--- src/rtl/decoder_rr_arbiter.sv ---
// Round-robin sequencer sharing one n-to-2^n decoder; grant held until release, then one GAP cycle.
// Optional hold watchdog compiled in with `define DEC_ARB_TIMEOUT_EN.
module decoder_rr_arbiter #(
    parameter int n        = 3,
    parameter int HOLD_MAX = 16
) (
    input  logic                clk_i,
    input  logic                reset_i,
    input  logic [(1<<n)-1:0]   req_i,
    input  logic [(1<<n)-1:0]   done_i,
    output logic                dec_en_o,
    output logic [n-1:0]        dec_sel_o,
    output logic [(1<<n)-1:0]   grant_o,
    output logic                busy_o,
    output logic                timeout_o
);

    localparam int N = 1 << n;

    if (HOLD_MAX < 1) begin : g_hold_chk
        $error("HOLD_MAX must be >= 1");
    end

    typedef enum logic [1:0] {
        S_IDLE  = 2'd0,
        S_GRANT = 2'd1,
        S_GAP   = 2'd2
    } state_t;

    state_t         state_q, state_d;
    logic [n-1:0]   ptr_q, ptr_d;
    logic [n-1:0]   sel_q, sel_d;
    logic [N-1:0]   grant_q, grant_d;
    logic           en_q, en_d;
    logic           busy_q, busy_d;
    logic           timeout_q, timeout_d;

    logic           win_found;
    logic [n-1:0]   win_idx;
    logic [n-1:0]   scan_idx;
    logic           release_c;

`ifdef DEC_ARB_TIMEOUT_EN
    localparam int HW = $clog2(HOLD_MAX + 1);
    logic [HW-1:0]  hold_q, hold_d;
`endif

    // Scan starts just after the last owner, so the previous winner is considered last.
    always_comb begin
        win_found = 1'b0;
        win_idx   = '0;
        scan_idx  = '0;
        for (int i = 1; i <= N; i++) begin
            scan_idx = ptr_q + n'(i);
            if (!win_found && req_i[scan_idx]) begin
                win_found = 1'b1;
                win_idx   = scan_idx;
            end
        end
    end

    assign release_c = done_i[sel_q] | ~req_i[sel_q];

    always_comb begin
        state_d   = state_q;
        ptr_d     = ptr_q;
        sel_d     = sel_q;
        grant_d   = grant_q;
        en_d      = en_q;
        busy_d    = busy_q;
        timeout_d = 1'b0;
`ifdef DEC_ARB_TIMEOUT_EN
        hold_d    = hold_q;
`endif
        case (state_q)
            S_IDLE: begin
                busy_d = 1'b0;
                if (win_found) begin
                    state_d = S_GRANT;
                    ptr_d   = win_idx;
                    sel_d   = win_idx;
                    grant_d = N'(1) << win_idx;
                    en_d    = 1'b1;
                    busy_d  = 1'b1;
`ifdef DEC_ARB_TIMEOUT_EN
                    hold_d  = '0;
`endif
                end
            end
            S_GRANT: begin
                if (release_c) begin
                    state_d = S_GAP;
                    grant_d = '0;
                    en_d    = 1'b0;
                end
`ifdef DEC_ARB_TIMEOUT_EN
                else if (hold_q == HW'(HOLD_MAX - 1)) begin
                    state_d   = S_GAP;
                    grant_d   = '0;
                    en_d      = 1'b0;
                    timeout_d = 1'b1;
                end else begin
                    hold_d = hold_q + 1'b1;
                end
`endif
            end
            S_GAP: begin
                state_d = S_IDLE;
                busy_d  = 1'b0;
            end
            default: begin
                state_d = S_IDLE;
                grant_d = '0;
                en_d    = 1'b0;
                busy_d  = 1'b0;
            end
        endcase
    end

    always_ff @(posedge clk_i or posedge reset_i) begin
        if (reset_i) begin
            state_q   <= S_IDLE;
            ptr_q     <= n'(N - 1);
            sel_q     <= '0;
            grant_q   <= '0;
            en_q      <= 1'b0;
            busy_q    <= 1'b0;
            timeout_q <= 1'b0;
        end else begin
            state_q   <= state_d;
            ptr_q     <= ptr_d;
            sel_q     <= sel_d;
            grant_q   <= grant_d;
            en_q      <= en_d;
            busy_q    <= busy_d;
            timeout_q <= timeout_d;
        end
    end

`ifdef DEC_ARB_TIMEOUT_EN
    always_ff @(posedge clk_i or posedge reset_i) begin
        if (reset_i) hold_q <= '0;
        else         hold_q <= hold_d;
    end
`endif

    assign dec_en_o  = en_q;
    assign dec_sel_o = sel_q;
    assign grant_o   = grant_q;
    assign busy_o    = busy_q;
    assign timeout_o = timeout_q;

endmodule

--- config.mk ---
export PLATFORM = sky130hd
export DESIGN_NAME = decoder_rr_arbiter
export DESIGN_NICKNAME = d
export VERILOG_FILES = /design/src/rtl/decoder_rr_arbiter.sv
export SDC_FILE = /design/constraint.sdc
export NUM_CORES = 1
export LEC_CHECK = 0
export CELL_PAD_IN_SITES_DETAIL_PLACEMENT = 0
export CELL_PAD_IN_SITES_GLOBAL_PLACEMENT = 2
export CORE_MARGIN = 3
export CORE_UTILIZATION = 32
export DETAILED_ROUTE_END_ITERATION = 6
export GPL_TIMING_DRIVEN = 0
export PLACE_DENSITY = 0.87
export SETUP_SLACK_MARGIN = 0.4
export SYNTH_ARGS = -nofsm -noshare
export SYNTH_HDL_FRONTEND = slang
export SYNTH_SLANG_ARGS = --single-unit
--- constraint.sdc ---
create_clock -name clk_i -period 5.05 [get_ports clk_i]
set_input_delay 0.505 -clock clk_i [delete_from_list [all_inputs] [get_ports clk_i]]
set_output_delay 0.505 -clock clk_i [all_outputs]
set_load 0.05 [all_outputs]
== Word level (Yosys, flattened, before mapping) ==
Index checks and enable logic that the tools add are counted.
Cells by class
  reduce and logical (&&, ||, !) cells: 18
  multiplexer cells: 47
  shifts and indexed selects: 1
  order comparisons: 9
  add/subtract/negate cells: 7
  equality and inequality tests: 4
  bitwise operators: 3
Operators by type and width (count)
  $lt A3 B4 Y1 const B: 9
  $bmux W1 S3: 10
  $mux W3: 8
  $pmux W8 S3: 1
  $mux W1: 21
  $mux W8: 2
  $add A3 B3 Y3 const B: 4
  $shl A1 B3 Y8 const A: 1
  $logic_and A1 B1 Y1: 7
  $logic_not A1 Y1: 7
  $add A3 B2 Y3 const B: 2
  $mux W2: 2
  $ne A2 B2 Y1 const B: 2
  $pmux W2 S2: 1
  $reduce_and A2 Y1: 2
  $add A3 B1 Y3 const B: 1
  $pmux W1 S3: 1
  $reduce_and A3 Y1: 1
  $eq A2 B1 Y1 const B: 1
  $eq A2 B2 Y1 const B: 1
  $logic_not A2 Y1: 1
  $not A1 Y1: 2
  $pmux W1 S2: 1
  $or A1 B1 Y1: 1
Word-level totals
  input port bits: 18
  logic and storage cells: 95
  register bits after elaboration: 18
  output and inout bits: 14

== Longest topological paths before layout ==
  word-level depth: 28
  depth in mapped cells: 13
  gate-level depth less buffers: 10

== Worst setup path after synthesis ==
Ideal clock, no wire load.
  kind: register to register
  start point: reg ptr_q[1]
  end point: reg sel_q[0], in the netlist dec_sel_o[0]
  setup slack: 1.371 ns
  setup time: 0.125 ns
  required time: 4.925 ns
  period minus slack after synthesis: 3.679 ns
  data arrival time: 3.554 ns
  cell stages (with the launch flop): 13
  path buffers: 3
  cell sequence: dfstp_2 > buf_2 > inv_1 > ha_1 > buf_6 > mux2_4 > mux4_2 > o32a_1 > nor3_2 > nand3_2 > o21ai_2 > buf_4 > mux2_2
On the way
  cells in the longest elaborated chain, start to end: 26
  elaborated cells between the ends (all ways): 54
  classes of those cells: add/sub: 7; mux: 32; reduce/logical: 15
Ends and longest elaborated chain
  start: declaration: line 31  | logic [n-1:0] ptr_q, ptr_d;
  start signal: assignment: line 123  | ptr_q <= n'(N - 1);
  start signal: assignment: line 131  | ptr_q <= ptr_d;
  $add A3 B1 Y3: line 54  | scan_idx = ptr_q + n'(i);
  $bmux W1 S3: line 55  | if (!win_found && req_i[scan_idx]) begin
  $mux W1 (not written as such): line 55
  $mux W1: line 55
  $logic_not A1 Y1: line 55
  $logic_and A1 B1 Y1: line 55
  $mux W1: line 55
  $logic_not A1 Y1: line 55
  (+10 left out)
  $mux W1: line 55
  $logic_not A1 Y1: line 55
  $logic_and A1 B1 Y1: line 55
  $mux W1: line 55
  $logic_not A1 Y1: line 55
  $logic_and A1 B1 Y1: line 55
  $mux W1: line 55
  $reduce_and A2 Y1 (no source line)
  end signal: assignment: line 132  | sel_q <= sel_d;
  end: declaration: line 32  | logic [n-1:0] sel_q, sel_d;
Several ways; a longest one is shown, not always the timed one. The select of a mux whose other input is x is not followed.
A chain may end at the register's enable or synchronous reset.

== Worst setup path in the final report ==
Ends and elaborated chain as after synthesis.

==> impl_metrics.yaml <==
placed_design:
  portBuffers: 30
  gp_congestion: 0.820
  placed_cell_area_sq_um: 2060
  dp_hpwl_um: 3360
die:
  ios: 32
  die_w_um: 78.4
  rows: 25
  dieArea_sq_um: 6140
  core-area_sq_um: 4880
  chipHeight_um: 78.4
  initial_core_util: 0.343
clock_network:
  cts_max_level: 1
  numCtsBuffers: 3
  cts_setup_buffers: 0
  clock_latency_ns: 0.25
  cts_resized: 0
  ctsLongestPathBuffers: 2
  ctsRootBufferMaster: "clkbuf_8"
  clk_pin_slew_worst_paths_ns: 0.06
  cts_tree: "done"
  cts-hold-fix-buffers: 0
  clkSinkCount: 18
yosys:
  yosysSeqAreaShare: 0.271
  yosys.cell_types.count: 53
  syn_inst: 172
  synthFlopType: "dfrtp_1"
  avgSynthCellArea_sq_um: 9.74
  synth.cell_area_sq_um: 1680
  synth_edf_count: 0
  syn-num-nets: 192
  ys_async_sr_fraction: 1.00
  synthMuxAreaShare: 0.242
  yosysWarnings: 0
  synth-compound-area-share: 0.259
  synth-simple-area-share: 0.123
  synth_xor_area_frac: 0.0261
  synth_fa_ha_area_frac: 0.0149
  synth_seq_cells: 18
  synth_top_family_by_area: "compound AO/OA/AOI/OAI gates"
setup_path:
  worst_setup_path_end_kind: "register"
  startpoint_type: "register"
  r2r_setup_slack_ns: 0.95
  reg2reg_depth: 12
  cp.required_ns: 5.18
  critical_path_class: "reg -> reg"
  crit_fanout: 10
  slowest_stage: "dfstp_2"
  crit_chain: "buf_2 -> inv_1 -> ha_1 -> buf_6 -> mux2_4 -> mux4_2 -> o32a_1 -> nor3_2 -> nand3_2 -> o21ai_2 -> buf_4 -> mux2_2"
  r2r_start: "ptr_q[1]"
  r2r_end: "dec_sel_o[0]"
  crit_arrival_ns: 4.23
  max_stage_delay_ns: 0.55
sta:
  maxSlewHeadroom: 0.324
  slew_violations: 0
  finalCriticalPeriod_ns: 4.10
  final.setup_skew_ns: 0.000587
  setup-tns-final_ns: 0
  fmax_mhz: 244
  holdWs_ns: 0.500
  tightest_slew_ns: 1.01
  hold_violations: 0
  rsz0062_at_grt: "false"
  setup_violations: 0
  fin_crit_sh: 0.811
finish:
  layout.cells.most_common_list: "30 x clkdlybuf4s50_1, 15 x dfrtp_1, 12 x mux2i_1, 12 x nand2_1"
  final_nets: 227
  area_delta_synth_final_pct: 26.2
  diodes: 0
  final_core_util: 0.433
  layout-drive-gt1-share: 0.199
  layout_commonest_cell: "clkdlybuf4s50_1"
  final_cell_area_sq_um: 2110
run:
  maxCapViolCount: 0
drt:
  detail_route.first_pass.iterations: 4
  drc_errors: 0
  drtAntennaViolNets: 0
  vias_per_cell: 5.47
  wl_per_cell_um: 15.8
  finalWirelength_um: 4330
  drt_first_iter_violations: 126
  vias: 1494
global_route:
  grt_max_degree: 19
  antenna_found_initial: 0
  grt_pass1_wl_um: 7330
  overflow: 0
  track_usage: 0.147
  grt_pass1_vias: 1443
hold_path:
  hold_depth: 1
  min_delay_worst_endpoint: "grant_o[6]"
  hold_class: "reg -> reg"
  min_from: "grant_o[6]"
status:
  outcome: "complete, no violations"
flip-flops by register name, summed over array words and instances, names as in the netlist:
name       cells
grant_o        8
dec_sel_o      3
ptr_q          3
state_q        2
busy_o         1
dec_en_o       1
per-layer routing:
metal | up-vias | share of wire | GRT usage
met1 | 720 | 0.51 | 0.218
met4 | 0 | 0.018 | 0.0472
met5 | - | 0 | 0
met3 | 6 | 0.039 | 0.0172
li1 | 730 | - | -
met2 | 38 | 0.43 | 0.223
logic make-up (layout without fill, tap and decap cells):
kind of cell	after synthesis	after routing
flops	18	18
xor+xnor	5	5
fa+ha+maj	2	2
compound gates	56	56
mux	29	29
other cells	1	1
buf+inv	21	55
simple gates	40	40
stage by stage:
| step | instances | setup slack, ns |
|---|---|---|
| after global placement | 269 | 0.936 |
| after CTS | 273 | 0.925 |
| after global routing | 273 | 0.732 |
| final | 273 | 0.953 |
| after detailed placement | 269 | 0.951 |
| after floorplan | 172 | 1.37 |
worst max-delay path: cells and delay by family, from the launching register on:
family / cells / cell delay, ns
muxes: 3 / 1.18
AOI/OAI and AO/OA: 2 / 0.60
buffers and inverters: 4 / 0.84
and+or+nand+nor: 2 / 0.40
adders and majority gates: 1 / 0.40
DFF: 1 / 0.55
cells in the mapped netlist, drive strengths merged (5+ instances only):
library cell  instances  share of area
nand2b                5          0.019
mux4                  8           0.11
o21ai                12          0.038
a32o                  9          0.054
mux2i                12          0.072
nand3                 5          0.018
nand2                12          0.027
dfrtp                15           0.22
buf                   9          0.034
inv                  11          0.025
mux2                  9          0.063
a21oi                10          0.030
nor2                  7          0.016
area by class of cell:
cell class	instances	area, sq um
repair buffers	30	300
inverters	11	41.3
plain buffers	10	61.3
fillers	498	2770
clock buffers	4	55.1
flip-flops and latches	18	454
well taps	67	83.8
multi-input cells	133	1120
worst max path at each step:
stage	start	to	slack, ns
3_5_place_dp	ptr_q[1]	dec_sel_o[0]	0.95
3_3_place_gp	ptr_q[1]	dec_sel_o[0]	0.94
2_1_floorplan	ptr_q[1]	dec_sel_o[0]	1.37
4_1_cts	ptr_q[1]	dec_sel_o[0]	0.92
5_1_grt	ptr_q[1]	dec_sel_o[1]	0.73
6_report	ptr_q[1]	dec_sel_o[0]	0.95
Power is not shown: default switching activity piles up to over one toggle a cycle in this logic, so the estimate is an artifact.
